### src/rtl/burst_line_ctrl.sv
// rtl/burst_line_ctrl.sv - line-granular request front end for a burst RAM
//
// Purpose: accepts one line request at a time from a client and turns it
// into a single burst command on the RAM side. Reads collect BURST_COUNT
// beats (gaps allowed) into a line; writes stream BURST_COUNT beats back
// to back starting in the command cycle.
//
// Ports:
//   clk, rst                 single clock, synchronous active-high reset
//   req_valid/req_ready      client request handshake
//   req_write, req_addr      line write flag and line address
//   req_wr_line              write line, beat k at [k*DATA_BITWIDTH +: DATA_BITWIDTH]
//   resp_valid, resp_rd_line one-cycle completion pulse and read line
//   ram_cmd, ram_cmd_en      burst command (1 = write) and its one-cycle strobe
//   ram_addr                 RAM word address, line aligned
//   ram_wr_data              write beat stream
//   ram_data_mask            byte mask, always 0
//   ram_rd_data(_valid)      returned read beats
//   ram_busy                 RAM cannot take a new command
//
// Configuration: define BURST_LINE_CTRL_WRITE_EN for line writes. Without
// it every request is a read and ram_cmd / ram_wr_data are tied to 0.
module burst_line_ctrl #(
  parameter int DEPTH_BITWIDTH = 4,
  parameter int BURST_COUNT    = 4,
  parameter int DATA_BITWIDTH  = 64
) (
  input  logic                                               clk,
  input  logic                                               rst,
  input  logic                                               req_valid,
  input  logic                                               req_write,
  input  logic [DEPTH_BITWIDTH-$clog2(BURST_COUNT)-1:0]      req_addr,
  input  logic [BURST_COUNT*DATA_BITWIDTH-1:0]               req_wr_line,
  output logic                                               req_ready,
  output logic                                               resp_valid,
  output logic [BURST_COUNT*DATA_BITWIDTH-1:0]               resp_rd_line,
  output logic                                               ram_cmd,
  output logic                                               ram_cmd_en,
  output logic [DEPTH_BITWIDTH-1:0]                          ram_addr,
  output logic [DATA_BITWIDTH-1:0]                           ram_wr_data,
  output logic [DATA_BITWIDTH/8-1:0]                         ram_data_mask,
  input  logic [DATA_BITWIDTH-1:0]                           ram_rd_data,
  input  logic                                               ram_rd_data_valid,
  input  logic                                               ram_busy
);

  localparam int BEAT_BITS = $clog2(BURST_COUNT);
  localparam logic [BEAT_BITS-1:0] LAST_BEAT = BEAT_BITS'(BURST_COUNT - 1);

  typedef enum logic [2:0] {
    IDLE,
    CMD,
`ifdef BURST_LINE_CTRL_WRITE_EN
    WR_BURST,
`endif
    RD_COLLECT,
    RESP
  } state_t;

  state_t                                   state_q;
  logic [BEAT_BITS-1:0]                     beat_cnt_q;
  logic [BEAT_BITS-1:0]                     beat_nxt;
  logic                                     resp_valid_q;
  logic                                     cmd_en_q;
  logic [DEPTH_BITWIDTH-1:0]                addr_q;
  logic [BURST_COUNT-1:0][DATA_BITWIDTH-1:0] line_q;
  logic                                     accept;

  // Natural wrap of the counter puts it back at 0 when the last beat retires.
  assign beat_nxt = beat_cnt_q + BEAT_BITS'(1);

  assign req_ready = (state_q == IDLE) && !ram_busy && !rst;
  assign accept    = req_valid && req_ready;

`ifdef BURST_LINE_CTRL_WRITE_EN
  logic                                     write_q;
  logic                                     ram_cmd_q;
  logic [DATA_BITWIDTH-1:0]                 wr_data_q;
  logic [BURST_COUNT-1:0][DATA_BITWIDTH-1:0] wr_beats_q;

  assign ram_cmd     = ram_cmd_q;
  assign ram_wr_data = wr_data_q;
`else
  logic unused_wr_inputs;

  assign unused_wr_inputs = ^{req_write, req_wr_line};
  assign ram_cmd          = 1'b0;
  assign ram_wr_data      = '0;
`endif

  always_ff @(posedge clk) begin
    if (rst) begin
      state_q      <= IDLE;
      beat_cnt_q   <= '0;
      resp_valid_q <= 1'b0;
      cmd_en_q     <= 1'b0;
      addr_q       <= '0;
      line_q       <= '0;
`ifdef BURST_LINE_CTRL_WRITE_EN
      write_q      <= 1'b0;
      ram_cmd_q    <= 1'b0;
      wr_data_q    <= '0;
      wr_beats_q   <= '0;
`endif
    end else begin
      // Both strobes are single-cycle; only the entering transition raises them.
      cmd_en_q     <= 1'b0;
      resp_valid_q <= 1'b0;
      case (state_q)
        IDLE: begin
          if (accept) begin
            state_q    <= CMD;
            cmd_en_q   <= 1'b1;
            addr_q     <= {req_addr, BEAT_BITS'(0)};
            beat_cnt_q <= '0;
`ifdef BURST_LINE_CTRL_WRITE_EN
            write_q    <= req_write;
            ram_cmd_q  <= req_write;
            wr_beats_q <= req_wr_line;
            // Beat 0 rides along with the command strobe.
            wr_data_q  <= req_wr_line[DATA_BITWIDTH-1:0];
`endif
          end
        end
        CMD: begin
          state_q    <= RD_COLLECT;
          beat_cnt_q <= '0;
`ifdef BURST_LINE_CTRL_WRITE_EN
          if (write_q) begin
            state_q    <= WR_BURST;
            beat_cnt_q <= beat_nxt;
            wr_data_q  <= wr_beats_q[beat_nxt];
          end
`endif
        end
`ifdef BURST_LINE_CTRL_WRITE_EN
        WR_BURST: begin
          // The RAM takes the whole burst unthrottled once the command is issued.
          beat_cnt_q <= beat_nxt;
          if (beat_cnt_q == LAST_BEAT) begin
            state_q      <= RESP;
            resp_valid_q <= 1'b1;
          end else begin
            wr_data_q <= wr_beats_q[beat_nxt];
          end
        end
`endif
        RD_COLLECT: begin
          if (ram_rd_data_valid) begin
            line_q[beat_cnt_q] <= ram_rd_data;
            beat_cnt_q         <= beat_nxt;
            if (beat_cnt_q == LAST_BEAT) begin
              state_q      <= RESP;
              resp_valid_q <= 1'b1;
            end
          end
        end
        RESP: begin
          state_q <= IDLE;
        end
        default: begin
          state_q <= IDLE;
        end
      endcase
    end
  end

  assign resp_valid    = resp_valid_q;
  assign resp_rd_line  = line_q;
  assign ram_cmd_en    = cmd_en_q;
  assign ram_addr      = addr_q;
  assign ram_data_mask = '0;

endmodule

### config.mk
export PLATFORM = sky130hd
export DESIGN_NAME = burst_line_ctrl
export DESIGN_NICKNAME = d
export VERILOG_FILES = /design/src/rtl/burst_line_ctrl.sv
export SDC_FILE = /design/constraint.sdc
export NUM_CORES = 1
export LEC_CHECK = 0
export ABC_AREA = 1
export ABC_CLOCK_PERIOD_IN_PS = 4100
export BUFFER_PORTS_ARGS = -buffer_cell sky130_fd_sc_hd__buf_2
export CORE_AREA = 2 2 262 264
export CTS_BUF_LIST = sky130_fd_sc_hd__clkbuf_8
export DETAILED_ROUTE_END_ITERATION = 12
export DIE_AREA = 0 0 264 266
export HOLD_SLACK_MARGIN = 0.03
export SYNTH_ARGS = -nofsm -noshare
export SYNTH_HDL_FRONTEND = slang
export SYNTH_SLANG_ARGS = --single-unit
### constraint.sdc
create_clock -name clk -period 4.1 [get_ports clk]
set_input_delay 0.82 -clock clk [delete_from_list [all_inputs] [get_ports clk]]
set_output_delay 0.82 -clock clk [all_outputs]
set_load 0.05 [all_outputs]
==> impl_metrics.env <==
export IMPL_startpoint="state_q[0]"
export IMPL_chipHeight_um=266
export IMPL_synth_ff_type="dfxtp_1"
export IMPL_powerDensity_nw_per_um2=554
export IMPL_regToRegSetupSlack_ns=1.49
export IMPL_drtIter0Drc=674
export IMPL_grt_pass1_wl_um=57800
export IMPL_clock_tree_root_cell="clkbuf_8"
export IMPL_clock_power_share_pct=36.7
export IMPL_seq_area_frac_synth_pct=51.1
export IMPL_clk_latency_ns=0.62
export IMPL_reg2reg_to="resp_rd_line[4]"
export IMPL_min_from="resp_rd_line[74]"
export IMPL_hold_class="reg -> reg"
export IMPL_reg2reg_depth=7
export IMPL_cts_clk_slew_worst_paths_ns=0.06
export IMPL_cts_tree="done"
export IMPL_r2r_start="state_q[0]"
export IMPL_max_vdd_ir_drop_mv=0.265
export IMPL_fillers=7645
export IMPL_synthDistinctLibCells=20
export IMPL_cp_max_fo=95
export IMPL_syn2layout_area_growth_pct=29.8
export IMPL_cap_violations=0
export IMPL_grt_max_degree=161
export IMPL_worstSetupEndpointType="flop"
export IMPL_gp_congestion=0.737
export IMPL_h_tree_depth=2
export IMPL_crit_arrival_ns=3.13
export IMPL_tightest_slew_ns=1.00
export IMPL_postSynthCellCount=1276
export IMPL_fin_crit_sh_pct=63.7
export IMPL_cts_buffers=50
export IMPL_final_util_pct=19.8
export IMPL_hold_end="resp_rd_line[74]"
export IMPL_nets=1896
export IMPL_outcome="completed"
export IMPL_cts_max_path_buffers=3
export IMPL_wl_per_cell_um=15.8
export IMPL_io_pins=664
export IMPL_yosys_area_top_type="dfxtp_1"
export IMPL_track_usage_pct=10.6
export IMPL_ys_warn_count=0
export IMPL_path_class="reg -> reg"
export IMPL_netlist_top_cells_area="dfxtp_1 51%, a21oi_1 13%, nand3_1 12%, nand2_1 9.8%, buf_4 5.5%"
export IMPL_rsz0062_at_grt="false"
export IMPL_vias=9785
export IMPL_hold_viol_final=0
export IMPL_postRouteAntennaNets=0
export IMPL_combPwrFrac_pct=26.2
export IMPL_leakagePower_nw=5.47
export IMPL_drc_errors=0
export IMPL_start_util_pct=15.3
export IMPL_setup_viol=0
export IMPL_clock_sinks=264
export IMPL_max_freq_mhz=383
export IMPL_synth_area_um2=10400
export IMPL_holdPathStages=2
export IMPL_ctsResizeCount=0
export IMPL_portBuffers=331
export IMPL_cts_setup_buffers=0
export IMPL_totalWireLength_um=39200
export IMPL_netlist_area_leader_share_pct=51.1
export IMPL_first_pass_iters=5
export IMPL_slew_violations=0
export IMPL_placementRows=96
export IMPL_slew_headroom_pct=33.1
export IMPL_antenna_found_initial=1
export IMPL_worstPathRequired_ns=4.61
export IMPL_p_int_mw=4.58
export IMPL_via_per_inst=3.94
export IMPL_hpwl_um=24900
export IMPL_p_switching_mw=2.86
export IMPL_grt_pass1_vias=9344
export IMPL_die_area_um2=70200
export IMPL_syn_avg_cell_area_um2=8.11
export IMPL_die_x_um=264
export IMPL_ys_seq_elements=264
export IMPL_drive_gt1_share_pct=26.7
export IMPL_async_flop_share_pct=0
export IMPL_finalClockSkew_ns=0.0338
export IMPL_setup_tns_ns=0
export IMPL_cts_hold_buffers=0
export IMPL_holdWs_ns=0.455
export IMPL_final_min_clock_period_ns=2.61
export IMPL_core_area_um2=67700
export IMPL_synth_edf_count=0
export IMPL_overflow=0
export IMPL_worstSetupStartpointType="flop"
export IMPL_seqPwrFrac_pct=37.2
export IMPL_swShare_pct=38.4
## through the flow
step	setup WS [ns]	cells	instance area (um2)	power [mW]
2_1_floorplan	1.07	1350	10600	4.28
3_3_place_gp	1.29	2390	12400	4.78
3_5_place_dp	1.31	2390	12400	4.79
4_1_cts	1.47	2479	13400	7.58
5_1_grt	1.27	2479	13400	7.81
6_report	1.49	2481	13400	7.45
## kinds of logic (layout without fill, tap and decap cells)
kind of cell | Yosys count | in the layout | share of synthesized area, %
AOI/OAI and AO/OA | 262 | 262 | 12.7
adders and majority gates | 8 | 8 | 0.967
buffers and inverters | 197 | 444 | 12.3
DFF | 264 | 264 | 51.1
other | 1 | 77 | 0.0362
and+or+nand+nor | 544 | 544 | 22.9
## worst max-delay path by stage
stage | end | slack, ns
4_1_cts | req_ready | 1.47
3_3_place_gp | resp_rd_line[4] | 1.29
3_5_place_dp | resp_rd_line[4] | 1.31
5_1_grt | resp_rd_line[4] | 1.27
2_1_floorplan | req_ready | 1.07
6_report | resp_rd_line[4] | 1.49
## area by class of cell
cell class	count	area, um2	share of cell area (%)
Sequential cell	264	5290	39.3
Antenna cell	2	5.00	0.0372
Inverter	12	52.6	0.391
Clock buffer	62	853	6.35
Multi-Input combinational cell	889	4120	30.7
Timing Repair Buffer	343	1820	13.5
Tap cell	882	1100	8.21
Clock inverter	27	204	1.52
## cells in the mapped netlist (2+ instances only)
library cell and instances:
a21oi_1 259, buf_1 4, buf_2 32, buf_4 76
buf_6 25, buf_8 2, clkbuf_1 46, dfxtp_1 264
ha_1 8, inv_1 10, nand2_1 269, nand2_2 3
nand3_1 257, nor2_1 13, o21ai_0 3
## per-layer routing
metal	vias to the layer above	GRT usage, %	routed length, um
li1	4705	-	-
met1	4576	12.7	16400
met2	441	17.2	17700
met3	63	4.46	4220
met4	0	3.55	965
met5	-	0	0
## registers in the layout, summed over array words and instances (netlist names)
signal        count
ram_addr          2
resp_rd_line    256
state_q           2
beat_cnt_q        2
ram_cmd_en        1
resp_valid        1
## critical path, stage by stage (launching register included)
cell and delay (ns):
dfxtp_1 0.33, inv_1 0.10, ha_1 0.24, nand2_1 0.16, inv_8 0.27, buf_4 0.79, nand3_1 0.34, a21oi_1 0.22
## power groups by stage
| stage | sequential, mW | clock (mW) | combinational (mW) |
|---|---|---|---|
| floorplan | 3.18 | 0 | 1.10 |
| finish | 2.77 | 2.73 | 1.95 |
| CTS | 2.77 | 2.84 | 1.97 |
| detailed placement | 2.82 | 0 | 1.97 |
| global route | 2.78 | 2.94 | 2.09 |
| global placement | 2.82 | 0 | 1.96 |
## cell usage in the layout, fill, tap and decap left out
| cell | n |
|---|---|
| ha_4 | 4 |
| nor2_1 | 13 |
| buf_12 | 5 |
| nand2_2 | 4 |
| bufinv_16 | 3 |
| clkinv_2 | 4 |
| inv_8 | 1 |
| conb_1 | 75 |
| ha_1 | 4 |
| clkinvlp_4 | 1 |
| nand3_1 | 257 |
| diode_2 | 2 |
| nand2_1 | 268 |
| nor3_1 | 1 |
| buf_4 | 7 |
| inv_6 | 2 |
| a21oi_1 | 259 |
| inv_2 | 1 |
| inv_1 | 26 |
| nand4_1 | 1 |
| clkinv_4 | 1 |
| dfxtp_1 | 264 |
| o21ai_0 | 3 |
| buf_2 | 330 |
| clkbuf_8 | 63 |
Power figures use the tool's default switching activity.
